## config.mk

```make
export PLATFORM = sky130hd
export DESIGN_NAME = sync_pkt_fifo_flat
export DESIGN_NICKNAME = d
export VERILOG_FILES = /design/src/rtl/sync_pkt_fifo_if.sv /design/src/rtl/sync_pkt_fifo.sv /design/src/flat_wrapper.sv
export SDC_FILE = /design/constraint.sdc
export NUM_CORES = 2
export LEC_CHECK = 0
export CORE_MARGIN = 8
export CORE_UTILIZATION = 40
export DETAILED_ROUTE_END_ITERATION = 7
export GPL_TIMING_DRIVEN = 0
export PLACE_DENSITY = 0.53
export SYNTH_ARGS = -nofsm -noshare
export SYNTH_HDL_FRONTEND = slang
export SYNTH_SLANG_ARGS = --single-unit
```

## constraint.sdc

```tcl
create_clock -name clk_i -period 6.55 [get_ports clk_i]
set_clock_uncertainty 0.2 [all_clocks]
set_input_delay 1.6375 -clock clk_i [delete_from_list [all_inputs] [get_ports clk_i]]
set_output_delay 1.6375 -clock clk_i [all_outputs]
set_load 0.1 [all_outputs]
```

## src/rtl/sync_pkt_fifo_if.sv

```systemverilog
// Write/read port bundle of the packet FIFO: write, commit/discard and pop requests in,
// read data, levels and status flags out.
interface sync_pkt_fifo_if #(
    parameter int P_DATA_WIDTH = 32,
    parameter int P_ADDR_WIDTH = 7
);
    logic                    wr_i;
    logic [P_DATA_WIDTH-1:0] data_i;
    logic                    wr_commit_i;
    logic                    wr_discard_i;
    logic                    rd_i;
    logic [P_DATA_WIDTH-1:0] data_o;
    logic [P_ADDR_WIDTH:0]   fill_level_o;
    logic                    empty_o;
    logic                    full_o;
    logic                    afull_o;
    logic                    aempty_o;
    logic                    drop_o;
    logic                    overflow_o;
    logic                    underflow_o;

    modport master (
        output wr_i, data_i, wr_commit_i, wr_discard_i, rd_i,
        input  data_o, fill_level_o, empty_o, full_o, afull_o, aempty_o,
        input  drop_o, overflow_o, underflow_o
    );

    modport slave (
        input  wr_i, data_i, wr_commit_i, wr_discard_i, rd_i,
        output data_o, fill_level_o, empty_o, full_o, afull_o, aempty_o,
        output drop_o, overflow_o, underflow_o
    );
endinterface

```

## src/rtl/sync_pkt_fifo.sv

```systemverilog
// Packet FIFO with commit/rollback on the write side; only committed packets are readable.
// Read data comes from a registered RAM port (FWFT prefetch or 1-cycle read); full_o is the only write backpressure.

// Simple dual-port RAM, one clock; read data registered and held while re_i is low.
module sdp_1clk_ram #(
    parameter int P_DATA_WIDTH = 32,
    parameter int P_ADDR_WIDTH = 7
) (
    input  logic                    clk_i,
    input  logic                    we_i,
    input  logic [P_ADDR_WIDTH-1:0] waddr_i,
    input  logic [P_DATA_WIDTH-1:0] wdata_i,
    input  logic                    re_i,
    input  logic [P_ADDR_WIDTH-1:0] raddr_i,
    output logic [P_DATA_WIDTH-1:0] rdata_o
);
    logic [P_DATA_WIDTH-1:0] mem_q [2**P_ADDR_WIDTH];
    logic [P_DATA_WIDTH-1:0] rdata_q;

    always_ff @(posedge clk_i) begin
        if (we_i) begin
            mem_q[waddr_i] <= wdata_i;
        end
        if (re_i) begin
            rdata_q <= mem_q[raddr_i];
        end
    end

    assign rdata_o = rdata_q;
endmodule

module sync_pkt_fifo #(
    parameter int P_DATA_WIDTH = 32,
    parameter int P_ADDR_WIDTH = 7,
    parameter int P_FWFT       = 1,
    parameter int P_AFULL_THR  = 120,
    parameter int P_AEMPTY_THR = 4
) (
    input  logic          clk_i,
    input  logic          rstn_i,
    sync_pkt_fifo_if.slave bus
);
    localparam int DEPTH = 2**P_ADDR_WIDTH;
    typedef logic [P_ADDR_WIDTH:0] ptr_t;

    ptr_t wr_spec_q, wr_spec_d;
    ptr_t wr_cmt_q,  wr_cmt_d;
    ptr_t rd_ptr_q,  rd_ptr_d;
    logic bad_q,     bad_d;
    logic drop_q,    drop_d;
    logic ovf_q,     ovf_d;
    logic unf_q,     unf_d;
    logic out_vld_q, out_vld_d;

    ptr_t used_spec, used_cmt;
    logic full, empty, cmt_avail;
    logic wr_acc, rd_acc, ram_we, ram_re;
    logic bad_eff, do_drop, do_commit;
    logic [P_DATA_WIDTH-1:0] ram_rdata;

    // Uncommitted words hold space, so fullness tracks wr_spec; readability tracks wr_cmt.
    assign used_spec = wr_spec_q - rd_ptr_q;
    assign used_cmt  = wr_cmt_q - rd_ptr_q;
    assign cmt_avail = (wr_cmt_q != rd_ptr_q);
    assign full      = (used_spec == ptr_t'(DEPTH));
    assign empty     = (P_FWFT != 0) ? ~out_vld_q : ~cmt_avail;

    assign wr_acc    = bus.wr_i & ~full;
    assign rd_acc    = bus.rd_i & ~empty;

    // A word lost to overflow poisons the packet, including a commit in that same cycle.
    assign bad_eff   = bad_q | (bus.wr_i & full);
    assign do_drop   = bus.wr_discard_i | (bus.wr_commit_i & bad_eff);
    assign do_commit = bus.wr_commit_i & ~do_drop;

    assign ram_we    = wr_acc & ~do_drop;
    assign ram_re    = (P_FWFT != 0) ? (cmt_avail & (~out_vld_q | rd_acc)) : rd_acc;

    always_comb begin
        wr_spec_d = wr_spec_q;
        wr_cmt_d  = wr_cmt_q;
        bad_d     = bad_eff;
        drop_d    = 1'b0;
        if (do_drop) begin
            wr_spec_d = wr_cmt_q;
            bad_d     = 1'b0;
            drop_d    = (wr_spec_q != wr_cmt_q) | bus.wr_i | bad_eff;
        end else begin
            wr_spec_d = wr_spec_q + ptr_t'(wr_acc);
            if (do_commit) begin
                wr_cmt_d = wr_spec_q + ptr_t'(wr_acc);
            end
        end
    end

    assign rd_ptr_d  = rd_ptr_q + ptr_t'(ram_re);
    assign out_vld_d = ram_re | (out_vld_q & ~rd_acc);
    assign ovf_d     = ovf_q | (bus.wr_i & full);
    assign unf_d     = unf_q | (bus.rd_i & empty);

    always_ff @(posedge clk_i or negedge rstn_i) begin
        if (!rstn_i) begin
            wr_spec_q <= '0;
            wr_cmt_q  <= '0;
            rd_ptr_q  <= '0;
            bad_q     <= 1'b0;
            drop_q    <= 1'b0;
            ovf_q     <= 1'b0;
            unf_q     <= 1'b0;
            out_vld_q <= 1'b0;
        end else begin
            wr_spec_q <= wr_spec_d;
            wr_cmt_q  <= wr_cmt_d;
            rd_ptr_q  <= rd_ptr_d;
            bad_q     <= bad_d;
            drop_q    <= drop_d;
            ovf_q     <= ovf_d;
            unf_q     <= unf_d;
            out_vld_q <= out_vld_d;
        end
    end

    sdp_1clk_ram #(
        .P_DATA_WIDTH (P_DATA_WIDTH),
        .P_ADDR_WIDTH (P_ADDR_WIDTH)
    ) u_ram (
        .clk_i   (clk_i),
        .we_i    (ram_we),
        .waddr_i (wr_spec_q[P_ADDR_WIDTH-1:0]),
        .wdata_i (bus.data_i),
        .re_i    (ram_re),
        .raddr_i (rd_ptr_q[P_ADDR_WIDTH-1:0]),
        .rdata_o (ram_rdata)
    );

    assign bus.data_o       = ram_rdata;
    assign bus.fill_level_o = used_cmt;
    assign bus.empty_o      = empty;
    assign bus.full_o       = full;
    assign bus.afull_o      = (used_spec >= ptr_t'(P_AFULL_THR));
    assign bus.aempty_o     = (used_cmt <= ptr_t'(P_AEMPTY_THR));
    assign bus.drop_o       = drop_q;
    assign bus.overflow_o   = ovf_q;
    assign bus.underflow_o  = unf_q;
endmodule

```

## src/flat_wrapper.sv

```systemverilog
// flat-port wrapper written by rule: the top's interface ports become plain ports
module sync_pkt_fifo_flat 
#(
    parameter int P_DATA_WIDTH = 32,
    parameter int P_ADDR_WIDTH = 7,
    parameter int P_FWFT       = 1,
    parameter int P_AFULL_THR  = 120,
    parameter int P_AEMPTY_THR = 4
)
  (clk_i, rstn_i, bus_wr_i, bus_data_i, bus_wr_commit_i, bus_wr_discard_i, bus_rd_i, bus_data_o, bus_fill_level_o, bus_empty_o, bus_full_o, bus_afull_o, bus_aempty_o, bus_drop_o, bus_overflow_o, bus_underflow_o);
  sync_pkt_fifo_if #(.P_DATA_WIDTH(P_DATA_WIDTH), .P_ADDR_WIDTH(P_ADDR_WIDTH)) bus_i ();
  input  logic clk_i;
  input  logic rstn_i;
  input wire logic [$bits(bus_i.wr_i)-1:0] bus_wr_i;
  input wire logic [$bits(bus_i.data_i)-1:0] bus_data_i;
  input wire logic [$bits(bus_i.wr_commit_i)-1:0] bus_wr_commit_i;
  input wire logic [$bits(bus_i.wr_discard_i)-1:0] bus_wr_discard_i;
  input wire logic [$bits(bus_i.rd_i)-1:0] bus_rd_i;
  output wire logic [$bits(bus_i.data_o)-1:0] bus_data_o;
  output wire logic [$bits(bus_i.fill_level_o)-1:0] bus_fill_level_o;
  output wire logic [$bits(bus_i.empty_o)-1:0] bus_empty_o;
  output wire logic [$bits(bus_i.full_o)-1:0] bus_full_o;
  output wire logic [$bits(bus_i.afull_o)-1:0] bus_afull_o;
  output wire logic [$bits(bus_i.aempty_o)-1:0] bus_aempty_o;
  output wire logic [$bits(bus_i.drop_o)-1:0] bus_drop_o;
  output wire logic [$bits(bus_i.overflow_o)-1:0] bus_overflow_o;
  output wire logic [$bits(bus_i.underflow_o)-1:0] bus_underflow_o;
  assign bus_i.wr_i = bus_wr_i;
  assign bus_i.data_i = bus_data_i;
  assign bus_i.wr_commit_i = bus_wr_commit_i;
  assign bus_i.wr_discard_i = bus_wr_discard_i;
  assign bus_i.rd_i = bus_rd_i;
  assign bus_data_o = bus_i.data_o;
  assign bus_fill_level_o = bus_i.fill_level_o;
  assign bus_empty_o = bus_i.empty_o;
  assign bus_full_o = bus_i.full_o;
  assign bus_afull_o = bus_i.afull_o;
  assign bus_aempty_o = bus_i.aempty_o;
  assign bus_drop_o = bus_i.drop_o;
  assign bus_overflow_o = bus_i.overflow_o;
  assign bus_underflow_o = bus_i.underflow_o;
  sync_pkt_fifo #(.P_DATA_WIDTH(P_DATA_WIDTH), .P_ADDR_WIDTH(P_ADDR_WIDTH), .P_FWFT(P_FWFT), .P_AFULL_THR(P_AFULL_THR), .P_AEMPTY_THR(P_AEMPTY_THR)) u_core (.clk_i(clk_i), .rstn_i(rstn_i), .bus(bus_i));
endmodule
```

# After elaboration in Yosys (flattened, before gate mapping)

Memories as Yosys holds them, arrays and structs flattened. A register that Yosys moved wholly into a read port is not among the register bits.
Index checks and enable logic that the tools add are counted.

Add/sub/neg operators: 4
$lt $le $gt $ge: 2
Equality and inequality tests: 3
Mux-type cells: 5
Bitwise gates (word level): 21
Reductions and logical operators: 1

Operators by type and width:

| operator                                                        | number |
|---|---|
| adder 8 x 1 -> 8 bit                                            | 2 |
| != test 8 bit                                                   | 2 |
| subtractor 8 bit                                                | 2 |
| AND 1 bit                                                       | 9 |
| == test 8 bit (second input constant)                           | 1 |
| >= comparator 8 x 7 -> 1 bit (second input constant)            | 1 |
| less-or-equal comparator 8 x 3 -> 1 bit (second input constant) | 1 |
| 2-to-1 mux 8 bit                                                | 1 |
| bitwise OR 1 bit                                                | 8 |
| 2-to-1 mux 1 bit                                                | 4 |
| NOT 1 bit                                                       | 4 |
| AND reduction 2 bit                                             | 1 |

Flip-flop bits (word level): 29
Memory bits (writable): 4,096
Input port bits: 38
Output and inout bits: 47
Logic and storage cells: 45
Memories kept: 1

Memories:

| memory             | depth | width | rd ports | clocked after memory_dff | wr ports | line                | source |
|---|---|---|---|---|---|---|---|
| u_core.u_ram.mem_q | 128   | 32    | 1        | 1                        | 1        | sync_pkt_fifo.sv:17 | `logic [P_DATA_WIDTH-1:0] mem_q [2**P_ADDR_WIDTH];` |

# Depth between registers and ports, before layout

Depth in word-level cells: 10
Depth in mapped cells: 19
Depth with buffers taken out: 14

# By module

Synthesis repeated with hierarchy kept, for this count alone.

Cells, all modules: 6,194
Area total of the unflattened synthesis: 158,653.4 um^2

Modules (own cells, without submodules):

| module        | times used | cells an instance | area each (um^2) | sequential area each (um^2) |
|---|---|---|---|---|
| sdp_1clk_ram  | 1          | 5,990             | 156,596.4        | 123,958.9 |
| sync_pkt_fifo | 1          | 204               | 2,057.0          | 725.7 |

# Worst setup path after synthesis

Ideal clock, no wire load.

Path kind: register -> output
Start point: reg u_core.rd_ptr_q[1]
End point: out bus_aempty_o
Arrival time: 5.919 ns
Data required time: 4.713 ns
Setup slack: -1.206 ns
Stages on the path, launching flop included: 13
Cell sequence: dfrtp_1 -> clkbuf_1 -> clkinv_1 -> buf_2 -> buf_1 -> ha_1 -> nor2b_1 -> o21ai_0 -> a21boi_0 -> o21ai_0 -> a21boi_0 -> a2111o_1 -> nor3_1

Word-level cells in the longest chain between the ends: 2

RTL lines:

| item                                    | line                 | source |
|---|---|---|
| start: declaration                      | sync_pkt_fifo.sv:48  | `ptr_t rd_ptr_q, rd_ptr_d;` |
| start signal: assignment                | sync_pkt_fifo.sv:114 | `rd_ptr_q <= rd_ptr_d;` |
| subtractor 8 bit                        | sync_pkt_fifo.sv:63  | `assign used_cmt = wr_cmt_q - rd_ptr_q;` |
| named net bus_fill_level_o[5]           | flat_wrapper.sv:20   | `output wire logic [$bits(bus_i.fill_level_o)-1:0] bus_fill_level_o;` |
| less-or-equal comparator 8 x 3 -> 1 bit | sync_pkt_fifo.sv:141 | `assign bus.aempty_o = (used_cmt <= ptr_t'(P_AEMPTY_THR));` |
| end: declaration                        | flat_wrapper.sv:24   | `output wire logic [$bits(bus_i.aempty_o)-1:0] bus_aempty_o;` |

The timed path passes the listed nets, and every way through them passes these cells.

# Worst setup path in the final report

Start point: reg u_core.rd_ptr_q[2]
End point: mem u_core.u_ram.mem_q[35][18], enable pin

Word-level cells in the longest chain between the ends: 10
Elaborated cells on any way between the ends: 12
Those cells by class: add/sub: 1; eq/ne: 1; mux: 2; bitwise: 8

RTL lines:

| item                                     | line                | source |
|---|---|---|
| subtractor 8 bit *                       | sync_pkt_fifo.sv:62 | `assign used_spec = wr_spec_q - rd_ptr_q;` |
| == test 8 bit *                          | sync_pkt_fifo.sv:65 | `assign full = (used_spec == ptr_t'(DEPTH));` |
| AND 1 bit                                | sync_pkt_fifo.sv:72 | `assign bad_eff = bad_q \| (bus.wr_i & full);` |
| bitwise OR 1 bit                         | sync_pkt_fifo.sv:72 |  |
| AND 1 bit                                | sync_pkt_fifo.sv:73 | `assign do_drop = bus.wr_discard_i \| (bus.wr_commit_i & bad_eff);` |
| bitwise OR 1 bit                         | sync_pkt_fifo.sv:73 |  |
| NOT 1 bit                                | sync_pkt_fifo.sv:76 | `assign ram_we = wr_acc & ~do_drop;` |
| AND 1 bit *                              | sync_pkt_fifo.sv:76 |  |
| 2-to-1 mux 1 bit *                       | sync_pkt_fifo.sv:21 | `if (we_i) begin` |
| 2-to-1 mux 1 bit (implied by the code) * | sync_pkt_fifo.sv:22 | `mem_q[waddr_i] <= wdata_i;` |
| end: declaration                         | sync_pkt_fifo.sv:17 |  |

Every way passes the cells marked *; elsewhere a longest branch is shown, timed or not.

==> run summary <==
Post-layout nets = 7171
drt first-iter violations = 10802
largest net degree at the start of global routing = 97
FILL cells = 32088
Max Cap Violations = 0
most frequent cells in the layout = 4128 x edfxtp_1, 1216 x mux4_2, 441 x clkbuf_16
Worst Setup Start Kind = flop
Synth Cell Area = 159000 um2
row count = 231
Pint = 52.9 mW
Routability Congestion = 1.02
Remaining Overflow, GRT = 0
placed inst area = 171000 um2
min-delay worst type = reg -> reg
I/O pins = 85
Static Leak = 57.0 nW
worst path cell trace = clkbuf_8 -> clkinv_1 -> buf_4 -> ha_1 -> o21ai_1 -> a21oi_2 -> o21ai_0 -> o311ai_2 -> nor4_4 -> or4_1 -> clkbuf_1 -> buf_2 -> nor2_4 -> buf_16
initial antenna violation count = 49
Die Y = 646 um
Hold-fix buffers, CTS = 0
status = complete, no violations
Slew headroom = 1.37%
Initial Util = 40.1%
sequential fraction of the synthesis area = 78.7%
WL per Instance = 38.4 um
Clk pin slew, worst setup/hold paths = 0.06 ns
peak supply drop = 0.440 mV
final instance area = 185000 um2
IO Port Bufs = 83
layout cells sized above 1 = 31.5%
Gate Count Post-Synth = 6412
CTS tree = built
pwr/cell area = 433 nW/um2
global-route wire length before repair = 661000 um
htree depth = 5
post-synth net total = 6469
final-report max-slew violation count = 0
fin util = 46.8%
global router's overall resource usage = 23.1%
total CTS buffers = 432
fmax = 159 MHz
Top FF cell, synth = edfxtp_1
via count = 76207
CP max-delay cell = clkbuf_1
CTS Sinks = 4157
Avg Inst Size Synth = 24.7 um2
Synth async-reset ratio = 0.698%
clock network fraction of total power = 29.9%
Routed Wire Length = 489000 um
chip width = 646 um
clk_lat worst skew = 0.97 ns
WHS = 0.263 ns
switching share of power = 33.9%
DRT antenna net count = 0
Post-synth EDFFs = 4128
die area = 417000 um2
Core Region = 395000 um2
most common cell after layout, fill and taps aside = edfxtp_1
pin slew with the least headroom to its limit = 1.48 ns
Clock Tree Buf Depth = 4
Cell variety after synth = 53
Yosys warnings = 0
slowest stage delay, CP = 1.06 ns
CP required = 7.05 ns
clk root buf = clkbuf_16
worst-path fanout max = 20
combinational power share = 32.5%
RSZ-0062 raised after global routing = no
Pre-Repair DR Iteration Count = 6
min cycle time layout = 6.30 ns
final worst path period share = 96.2%
number of global-route vias before repair = 75669
NetSw = 27.1 mW
Final HPWL DP = 327000 um
# DRC = 0
Reg power frac = 37.6%
vias per cell = 5.99
Layout Area Growth over Synthesis = 16.6%
setup violators final = 0
critical path class = reg -> reg
count of state elements after synthesis = 4157
crit path DAT = 6.80 ns
CP endpoint kind = flop
final hold viol count = 0
==> critical path: cells and delay by family, from the launching register on <==
| family | cells | cell delay, ns |
|---|---|---|
| flip-flops | 1 | 0.63 |
| AND/OR/NAND/NOR | 3 | 0.98 |
| AO/OA/AOI/OAI | 4 | 0.67 |
| buffers and inverters | 6 | 2.98 |
| adder cells (fa/ha/maj) | 1 | 0.40 |
==> metal layers <==
metal | global-route usage (%) | share of wire [%] | up-vias
li1 | - | - | 29449
met1 | 32.8 | 41 | 42347
met2 | 35.7 | 46 | 3716
met3 | 4.17 | 8.6 | 685
met4 | 9.12 | 4.5 | 10
met5 | 0 | 0.014 | -
==> cells by family after synthesis <==
kind of cell / Yosys count / share of synthesized area, %
buffers and inverters: 366 / 1.02
DFF: 4157 / 78.7
muxes: 1360 / 18.2
AOI/OAI and AO/OA: 259 / 1.17
xor gates and xnor gates: 31 / 0.171
and+or+nand+nor: 220 / 0.611
adders and majority gates: 19 / 0.155
==> power groups by stage <==
stage | sequential, mW | clock [mW] | combinational [mW]
floorplan | 31.2 | 0 | 13.9
global route | 30.1 | 25.2 | 26.7
global placement | 30.7 | 0 | 25.6
detailed placement | 30.6 | 0 | 26.0
CTS | 30.1 | 24.3 | 26.0
finish | 30.1 | 23.9 | 26.0
==> what timing repair did <==
| action | CTS | global route |
|---|---|---|
| gates cloned | 0 | 0 |
| buffers inserted | 0 | 0 |
| resized for setup | 37 | 6 |
| setup endpoints to repair | 4107 | 5 |
==> worst paths after layout <==
check	cells after the start	slack [ns]	start	end
max	14	0.25	u_core.rd_ptr_q[2]$_DFF_PN0_	u_core.u_ram.mem_q[35][18]$_DFFE_PP_
min in group asynchronous	1	0.53	rstn_i	u_core.out_vld_q$_DFF_PN0_
max in group asynchronous	1	5.04	rstn_i	u_core.rd_ptr_q[2]$_DFF_PN0_
max reg2reg	14	0.25	u_core.rd_ptr_q[2]$_DFF_PN0_	u_core.u_ram.mem_q[35][18]$_DFFE_PP_
min reg2reg	1	0.26	u_core.bus.overflow_o$_DFF_PN0_	u_core.bus.overflow_o$_DFF_PN0_
min	1	0.26	u_core.bus.overflow_o$_DFF_PN0_	u_core.bus.overflow_o$_DFF_PN0_
==> state kept, by name, indices dropped and copies added, names as in the netlist <==
signal / count
u_core.bus.underflow_o: 1
u_core.u_ram.mem_q: 4096
u_core.wr_spec_q: 8
u_core.bus.drop_o: 1
u_core.bus.overflow_o: 1
u_core.u_ram.rdata_o: 32
u_core.wr_cmt_q: 8
u_core.bad_q: 1
u_core.out_vld_q: 1
u_core.rd_ptr_q: 8
==> synth_stat cells, types with 5 or more instances <==
| cell | instances | area share, % |
|---|---|---|
| xor2_1 | 13 | 0.072 |
| mux2_2 | 8 | 0.057 |
| nor2b_1 | 5 | 0.020 |
| mux4_2 | 1216 | 17 |
| buf_6 | 9 | 0.064 |
| ha_1 | 18 | 0.14 |
| a21oi_1 | 73 | 0.23 |
| edfxtp_1 | 4128 | 78 |
| dfrtp_1 | 29 | 0.46 |
| o21ai_0 | 7 | 0.022 |
| nand2_1 | 23 | 0.054 |
| nand3_1 | 15 | 0.047 |
| nor2_1 | 146 | 0.35 |
| buf_4 | 8 | 0.038 |
| buf_2 | 114 | 0.36 |
| clkbuf_1 | 185 | 0.44 |
| mux2i_1 | 128 | 0.81 |
| o221ai_1 | 64 | 0.35 |
| nor3_1 | 6 | 0.019 |
| inv_1 | 13 | 0.031 |
| a22oi_1 | 96 | 0.45 |
| buf_1 | 32 | 0.076 |
| xnor2_1 | 18 | 0.099 |
| mux2_4 | 8 | 0.076 |
==> final cells by class <==
type | count | area (um2) | share of cell area [%]
Antenna cell | 16 | 40.0 | 0.0217
Buffer | 344 | 1570 | 0.847
Timing Repair Buffer | 273 | 5060 | 2.74
Inverter | 17 | 66.3 | 0.0359
Clock buffer | 528 | 11400 | 6.16
Sequential cell | 4157 | 125000 | 67.5
Tap cell | 5242 | 6560 | 3.55
Multi-Input combinational cell | 1889 | 33200 | 18.0
Clock inverter | 259 | 2250 | 1.22
==> metrics by stage <==
stage               instances  worst slack (ns)  total power, mW  setup TNS [ns]
global placement        11737             -5.03             56.3               -
finish                  12725             0.252             80.0               0
detailed placement      11927             -1.71             56.6        -3652.83
floorplan                6412             0.320             45.1               0
global route            12711            0.0382             81.9               0
CTS                     12709            0.0110             80.3               0
Power figures use the tool's default switching activity.
